### config.mk
export PLATFORM = sky130hd
export DESIGN_NAME = pipe_ctrl
export DESIGN_NICKNAME = d
export VERILOG_FILES = /design/src/rtl/pipe_ctrl.sv
export SDC_FILE = /design/constraint.sdc
export NUM_CORES = 1
export LEC_CHECK = 0
export CORE_MARGIN = 10
export CORE_UTILIZATION = 43
export CTS_CLUSTER_SIZE = 14
export DETAILED_ROUTE_END_ITERATION = 7
export PLACE_DENSITY = 0.74
export SLEW_MARGIN = 40
export SYNTH_ARGS = -nofsm -noshare
export SYNTH_HDL_FRONTEND = slang
export SYNTH_SLANG_ARGS = --single-unit
### constraint.sdc
create_clock -name clk -period 2.3 [get_ports clk]
set_clock_uncertainty 0.05 [all_clocks]
set_input_delay 0.23 -clock clk [delete_from_list [all_inputs] [get_ports clk]]
set_output_delay 0.23 -clock clk [all_outputs]
set_load 0.03 [all_outputs]
### src/rtl/pipe_ctrl.sv
// pipe_ctrl: central pipeline controller.
// Arbitrates redirects (EX jump/branch, trap unit) against pipeline holds
// (bus wait, multi-cycle EX, load-use) and produces stall/flush controls for
// the PC, IF/ID and ID/EX registers. Also counts stalled cycles.
//
// Ports:
//   clk, rst_n          clock, synchronous active-low reset
//   jump_req_i/addr_i   EX redirect request (pulse) and target
//   int_req_i/addr_i    trap-unit redirect request (pulse) and vector
//   mem_wait_i          bus not ready, freeze whole pipe
//   hold_ex_i           multi-cycle EX op busy
//   load_use_i          load-use hazard in ID
//   stall_o[3:0]        stall vector {EX, ID, IF, PC}
//   flush_o             flush all inter-stage registers
//   flush_addr_o        new PC while flush_o=1, else 0
//   ex_bubble_o         ID inserts a bubble into ID/EX
//   stall_cnt_o         saturating count of cycles with any stall bit set
module pipe_ctrl #(
    parameter int unsigned FLUSH_LEN = 2
) (
    input  logic        clk,
    input  logic        rst_n,
    input  logic        jump_req_i,
    input  logic [31:0] jump_addr_i,
    input  logic        int_req_i,
    input  logic [31:0] int_addr_i,
    input  logic        mem_wait_i,
    input  logic        hold_ex_i,
    input  logic        load_use_i,
    output logic [3:0]  stall_o,
    output logic        flush_o,
    output logic [31:0] flush_addr_o,
    output logic        ex_bubble_o,
    output logic [31:0] stall_cnt_o
);

    localparam int unsigned CNT_W     = 4;
    localparam int unsigned ADDR_W    = 32;
    localparam int unsigned STALL_W   = 4;
    localparam logic [STALL_W-1:0] STALL_ALL  = 4'b1111;
    localparam logic [STALL_W-1:0] STALL_LU   = 4'b0111;
    localparam logic [CNT_W-1:0]   FLUSH_RELOAD = CNT_W'(FLUSH_LEN - 1);
    localparam bit                 MULTI_FLUSH  = (FLUSH_LEN > 1);

    typedef enum logic [1:0] {
        NORMAL = 2'd0,
        WAIT   = 2'd1,
        FLUSH  = 2'd2
    } state_t;

    state_t              state_q, state_d;
    logic [CNT_W-1:0]    cnt_q, cnt_d;
    logic [ADDR_W-1:0]   addr_q, addr_d;
    logic [31:0]         stall_cnt_q;

    logic                req;
    logic [ADDR_W-1:0]   target;

    // Interrupt wins over a simultaneous jump.
    assign req    = int_req_i | jump_req_i;
    assign target = int_req_i ? int_addr_i : jump_addr_i;

    // State, flush counter and latched redirect target.
    always_ff @(posedge clk) begin
        if (!rst_n) begin
            state_q <= NORMAL;
            cnt_q   <= '0;
            addr_q  <= '0;
        end else begin
            state_q <= state_d;
            cnt_q   <= cnt_d;
            addr_q  <= addr_d;
        end
    end

    // Next-state and control outputs.
    always_comb begin
        state_d      = state_q;
        cnt_d        = cnt_q;
        addr_d       = addr_q;
        stall_o      = '0;
        flush_o      = 1'b0;
        flush_addr_o = '0;
        ex_bubble_o  = 1'b0;

        case (state_q)
            NORMAL: begin
                if (req) begin
                    if (!mem_wait_i) begin
                        flush_o      = 1'b1;
                        flush_addr_o = target;
                        if (MULTI_FLUSH) begin
                            addr_d  = target;
                            cnt_d   = FLUSH_RELOAD;
                            state_d = FLUSH;
                        end
                    end else begin
                        // Bus busy: hold the redirect until the pipe can move.
                        stall_o = STALL_ALL;
                        addr_d  = target;
                        state_d = WAIT;
                    end
                end else if (mem_wait_i || hold_ex_i) begin
                    stall_o = STALL_ALL;
                end else if (load_use_i) begin
                    // EX keeps moving; ID feeds it a bubble.
                    stall_o     = STALL_LU;
                    ex_bubble_o = 1'b1;
                end
            end

            WAIT: begin
                if (int_req_i) begin
                    addr_d = int_addr_i;
                end
                if (mem_wait_i) begin
                    stall_o = STALL_ALL;
                end else begin
                    flush_o      = 1'b1;
                    flush_addr_o = int_req_i ? int_addr_i : addr_q;
                    if (MULTI_FLUSH) begin
                        cnt_d   = FLUSH_RELOAD;
                        state_d = FLUSH;
                    end else begin
                        state_d = NORMAL;
                    end
                end
            end

            FLUSH: begin
                flush_o = 1'b1;
                if (int_req_i) begin
                    // A trap restarts the flush toward its vector.
                    flush_addr_o = int_addr_i;
                    addr_d       = int_addr_i;
                    cnt_d        = FLUSH_RELOAD;
                end else begin
                    flush_addr_o = addr_q;
                    if (cnt_q <= CNT_W'(1)) begin
                        cnt_d   = '0;
                        state_d = NORMAL;
                    end else begin
                        cnt_d = cnt_q - CNT_W'(1);
                    end
                end
            end

            default: begin
                state_d = NORMAL;
            end
        endcase
    end

    // Saturating stall-cycle counter.
    always_ff @(posedge clk) begin
        if (!rst_n) begin
            stall_cnt_q <= '0;
        end else if ((stall_o != '0) && (stall_cnt_q != 32'hFFFF_FFFF)) begin
            stall_cnt_q <= stall_cnt_q + 32'd1;
        end
    end

    assign stall_cnt_o = stall_cnt_q;

endmodule

======== Yosys cells after proc, flatten, opt, wreduce, memory -nomap -nowiden ========
Cells that the tools add are included.
Widths: inputs -> output; s select.
storage, ports and cells
  register bits ........................... 70
  latch bits .............................. 0
  RAM bits ................................ 0
  memory bits (read-only) ................. 0
  word-level logic and storage cells ...... 56
  memories kept ........................... 0
operators by class
  add/subtract/negate cells ............... 2
  multipliers ............................. 0
  div/mod/pow operators ................... 0
  $lt $le $gt $ge ......................... 1
  eq/ne operators ......................... 7
  shifts and indexed selects .............. 0
  multiplexer cells ....................... 31
  bitwise operators ....................... 1
  reductions and logical operators ........ 10
operators by type and width
  kind                   count
  $mux 32                6
  $pmux 32 s3            1
  $pmux 32 s2            1
  $add 32x1->32 const B  1
  $ne 32x32->1 const B   1
  $mux 4                 7
  $pmux 4 s3             1
  $mux 2                 5
  $ne 2x2->1 const B     4
  $pmux 4 s2             1
  $mux 1                 6
  $pmux 2 s3             1
  $le 4x1->1 const B     1
  $reduce_and 2->1       2
  $reduce_and 4->1       1
  $reduce_bool 4->1      1
  $sub 4x1->4 const B    1
  $mux 3                 1
  $pmux 1 s3             1
  $reduce_bool 3->1      1
  $eq 2x1->1 const B     1
  $eq 2x2->1 const B     1
  $logic_not 2->1        1
  $reduce_bool 2->1      1
  other kinds (4)        4

======== Longest topological paths before layout ========
  word-level depth ........................ 6
  gate-level depth with buffers ........... 9
  gate-level depth less buffers ........... 7

======== Worst setup path before layout ========
Ideal clock, no wire load.
  kind .................................... register -> output
  start ................................... reg state_q[1]
  end ..................................... out flush_addr_o[0]
  arrival ................................. 2343 ps
  required time ........................... 2020 ps
  setup slack ............................. -323 ps
  stages on the path, launching flop included .. 10
  buffers on the path ..................... 2
  path through ............................ dfxtp_1 > inv_1 > ha_1 > nand2b_1 > nor2_1 > or2_2 > clkbuf_1 > clkbuf_1 > nand2_1 > a211oi_1
between the ends
  word-level cells in the longest chain between the ends .. 2
RTL lines
  element                             line  text
  start, declared                     51    state_t state_q, state_d;
  start signal, assigned              70    state_q <= state_d;
  $eq 2x2->1 (tied with other cells)  86    case (state_q)
  $pmux 32 s3 (*)                     86
  end, declared                       32    output logic [31:0] flush_addr_o,
Mark *: on every way between the ends. The rest lies on a longest branch, timed or not.

======== Worst setup path after layout ========
  start ................................... reg state_q[0]
  end ..................................... out flush_addr_o[7]
Same word-level chain as after synthesis.

==> results.sh <==
export IMPL_status="finished with violations"
export IMPL_violations="negative setup slack"
export IMPL_vias_per_cell=6.170
export IMPL_nets=806
export IMPL_grt_pass1_vias=5217
export IMPL_hp_class="input pin to flop"
export IMPL_holdWs_ns=0.3647
export IMPL_wl_um=17680
export IMPL_gr_total_overflow=0
export IMPL_min_period_ns=2.465
export IMPL_insertion_delay_ns=0.35
export IMPL_r2r_cells=10
export IMPL_worstPathArrival_ns=2.19
export IMPL_rows=37
export IMPL_endpoint_kind="primary output"
export IMPL_critPathLaunch="state_q[0]$_SDFFE_PN0P_"
export IMPL_vias=5362
export IMPL_hpwl_um=11460
export IMPL_pwr_share_comb=0.561
export IMPL_rsz0062_at_grt="true"
export IMPL_worstPathRequired_ns=2.02
export IMPL_crit_chain="buf_6, ha_4, a21o_1, buf_6, buf_12, a221oi_1, a211oi_4, buf_6"
export IMPL_min_from="rst_n"
export IMPL_switching_share=0.4036
export IMPL_pre_cts_slack_ns=-0.09421
export IMPL_syn_nets=641
export IMPL_yosysWarnings=0
export IMPL_drive_above_1_share=0.3820
export IMPL_io_pins=141
export IMPL_crit_top_cell="buf_6"
export IMPL_power_net_switching_mw=2.394
export IMPL_synth_top_cell_area_share=0.3129
export IMPL_start_util=0.4377
export IMPL_fin_crit_sh=1.072
export IMPL_postRouteAntennaNets=0
export IMPL_cts_clk_slew_worst_paths_ns=0.08
export IMPL_crit_path_start_kind="flop"
export IMPL_tritoncts="done"
export IMPL_synthTopCellsByArea="dfxtp_1 (31%), o221a_2 (8.0%), a221oi_1 (6.1%), a211oi_1 (5.5%), nand2_1 (5.3%)"
export IMPL_cap_viol_max_count=0
export IMPL_drv_slew=0
export IMPL_stdcell_area_um2=7677
export IMPL_layout_setup_ws_ns=-0.1653
export IMPL_synth_edff_count=0
export IMPL_clkSinkCount=70
export IMPL_yosys_most_used_dff="dfxtp_1"
export IMPL_coreArea_um2=10230
export IMPL_first_iter_violations=468
export IMPL_critical_path_max_stage_delay_ns=0.42
export IMPL_ys_seq_area_frac=0.3129
export IMPL_synth_async_reset_ratio=0
export IMPL_cts_inserted_buffers=9
export IMPL_die_h_um=122.1
export IMPL_finalSetupTns_ns=-3.800
export IMPL_cp_max_fo=23
export IMPL_synthesis_area_um2=4478
export IMPL_syn_inst=563
export IMPL_cts_htree_levels=3
export IMPL_worst_path_buf_inv=4
export IMPL_grt_pass1_wl_um=26890
export IMPL_num_antenna_cells=0
export IMPL_tightest_slew_ns=0.5699
export IMPL_antenna_found_initial=0
export IMPL_p_per_area_nw_per_um2=772.7
export IMPL_max_slew_margin=0.6201
export IMPL_avgSynthCellArea_um2=7.954
export IMPL_final_common_cell="clkdlybuf4s50_1"
export IMPL_placed_cell_area_um2=6518
export IMPL_grt_max_degree=60
export IMPL_syn_to_final_growth_pct=71.44
export IMPL_nFillCells=723
export IMPL_final_cell_mix="clkdlybuf4s50_1 (100), dfxtp_1 (68), buf_4 (55)"
export IMPL_min_path_cells=3
export IMPL_slowest_stage="a221oi_1"
export IMPL_pwr_share_clk=0.187
export IMPL_yosys_register_bits=70
export IMPL_synth_top_area_cell="dfxtp_1"
export IMPL_peakVddDrop_uv=451.1
export IMPL_drtPass1Iterations=6
export IMPL_path_delay_family="compound AO/OA/AOI/OAI gates"
export IMPL_die_area_um2=14900
export IMPL_place_inst=826
export IMPL_clock_root_buffer="clkbuf_8"
export IMPL_fmax_mhz=405.6
export IMPL_fin_util=0.7504
export IMPL_cts_buffer_depth=2
export IMPL_io_buffer_count=140
export IMPL_grt_total_usage=0.2188
export IMPL_wl_per_cell_um=20.35
export IMPL_worstSetupPathType="flop to primary output"
export IMPL_gp_congestion=0.9020
export IMPL_fp_dieW_um=122.1
export IMPL_crit_cells=8
export IMPL_finalHoldViolCount=0
export IMPL_power_frac_seq=0.252
export IMPL_r2r_start="state_q[0]$_SDFFE_PN0P_"
export IMPL_finalSetupViolCount=38
export IMPL_ys_types=53
export IMPL_p_leak_nw=2.954
export IMPL_drc=0
export IMPL_power_internal_mw=3.538
export IMPL_fin_cells=869
export IMPL_power_mw=5.932
## power groups by stage
stage | Combinational [mW] | Clock, mW | Sequential [mW]
2_1_floorplan | 1.59 | 0 | 1.49
3_3_place_gp | 2.46 | 0 | 1.48
3_5_place_dp | 2.50 | 0 | 1.48
4_1_cts | 3.11 | 1.12 | 1.48
5_1_grt | 3.50 | 1.17 | 1.52
6_report | 3.33 | 1.11 | 1.50
## synthesized netlist by cell type, types with 2 or more instances
library cell and n:
a211oi_1 33, a21oi_1 45, a221oi_1 31, a31o_2 2
and2_1 4, and3_1 7, and4_1 4, buf_1 2
buf_2 4, buf_4 2, buf_6 2, clkbuf_1 46
clkinv_1 2, dfxtp_1 70, ha_1 7, inv_1 32
mux2i_1 10, nand2_1 63, nand2b_1 10, nand3_1 11
nand4_1 14, nand4b_1 3, nor2_1 21, nor3_1 29
nor4_1 2, o21ai_0 11, o221a_2 32, o22a_1 9
o31ai_1 10, or2_2 6, or3_1 4, or3b_2 2
or4_1 10, xor2_1 4
## path summary, 6_finish.rpt
check                                       to  slack (ns)
setup / recovery               flush_addr_o[7]       -0.17
hold / removal     stall_cnt_o[4]$_SDFFE_PN0P_        0.36
setup reg to reg  stall_cnt_o[20]$_SDFFE_PN0P_       -0.03
hold reg to reg          cnt_q[1]$_SDFFE_PN0P_        0.43
## cell families (layout without fill, tap and decap cells)
kind of cell / count (synthesis) / after routing / synth area share
adders and majority gates: 7 / 7 / 0.01956
xor gates and xnor gates: 5 / 5 / 0.009779
muxes: 11 / 11 / 0.02487
buffers and inverters: 90 / 259 / 0.08159
and+or+nand+nor: 198 / 199 / 0.2355
DFF: 70 / 70 / 0.3129
AOI/OAI and AO/OA: 182 / 182 / 0.3157
## registers in the layout (all words and copies together) (netlist names)
| register | count |
|---|---|
| cnt_q | 4 |
| state_q | 2 |
| stall_cnt_o | 32 |
| addr_q | 32 |
## what timing repair did
item / in CTS / in global routing
gates resized for setup: 91 / 58
pin swaps: 13 / 37
endpoints found under the setup margin: 40 / 52
cloned: 4 / 1
buffers inserted: 9 / 13
hold buffers: 0 / 0
## metal layers
layer	routed length [µm]	GRT usage
met1	7132	0.2705
met2	8763	0.3607
met3	1290	0.05550
met4	494	0.07879
met5	0	0
## worst min-delay path: stages
cell	delay [ns]
buf_2	0.28
nand2_1	0.14
mux2i_1	0.06
## cell type report
type                    count  area [µm²]  area share
clock buffers              10       127.6     0.01662
well taps                 136       170.2     0.02216
clock inverters             6       86.33     0.01125
flip-flops and latches     70        1404      0.1829
inverters                  34       132.6     0.01728
repair buffers            209        2168      0.2824
multi-input cells         404        3588      0.4674
Note: power is estimated with default switching activity, not from simulation.
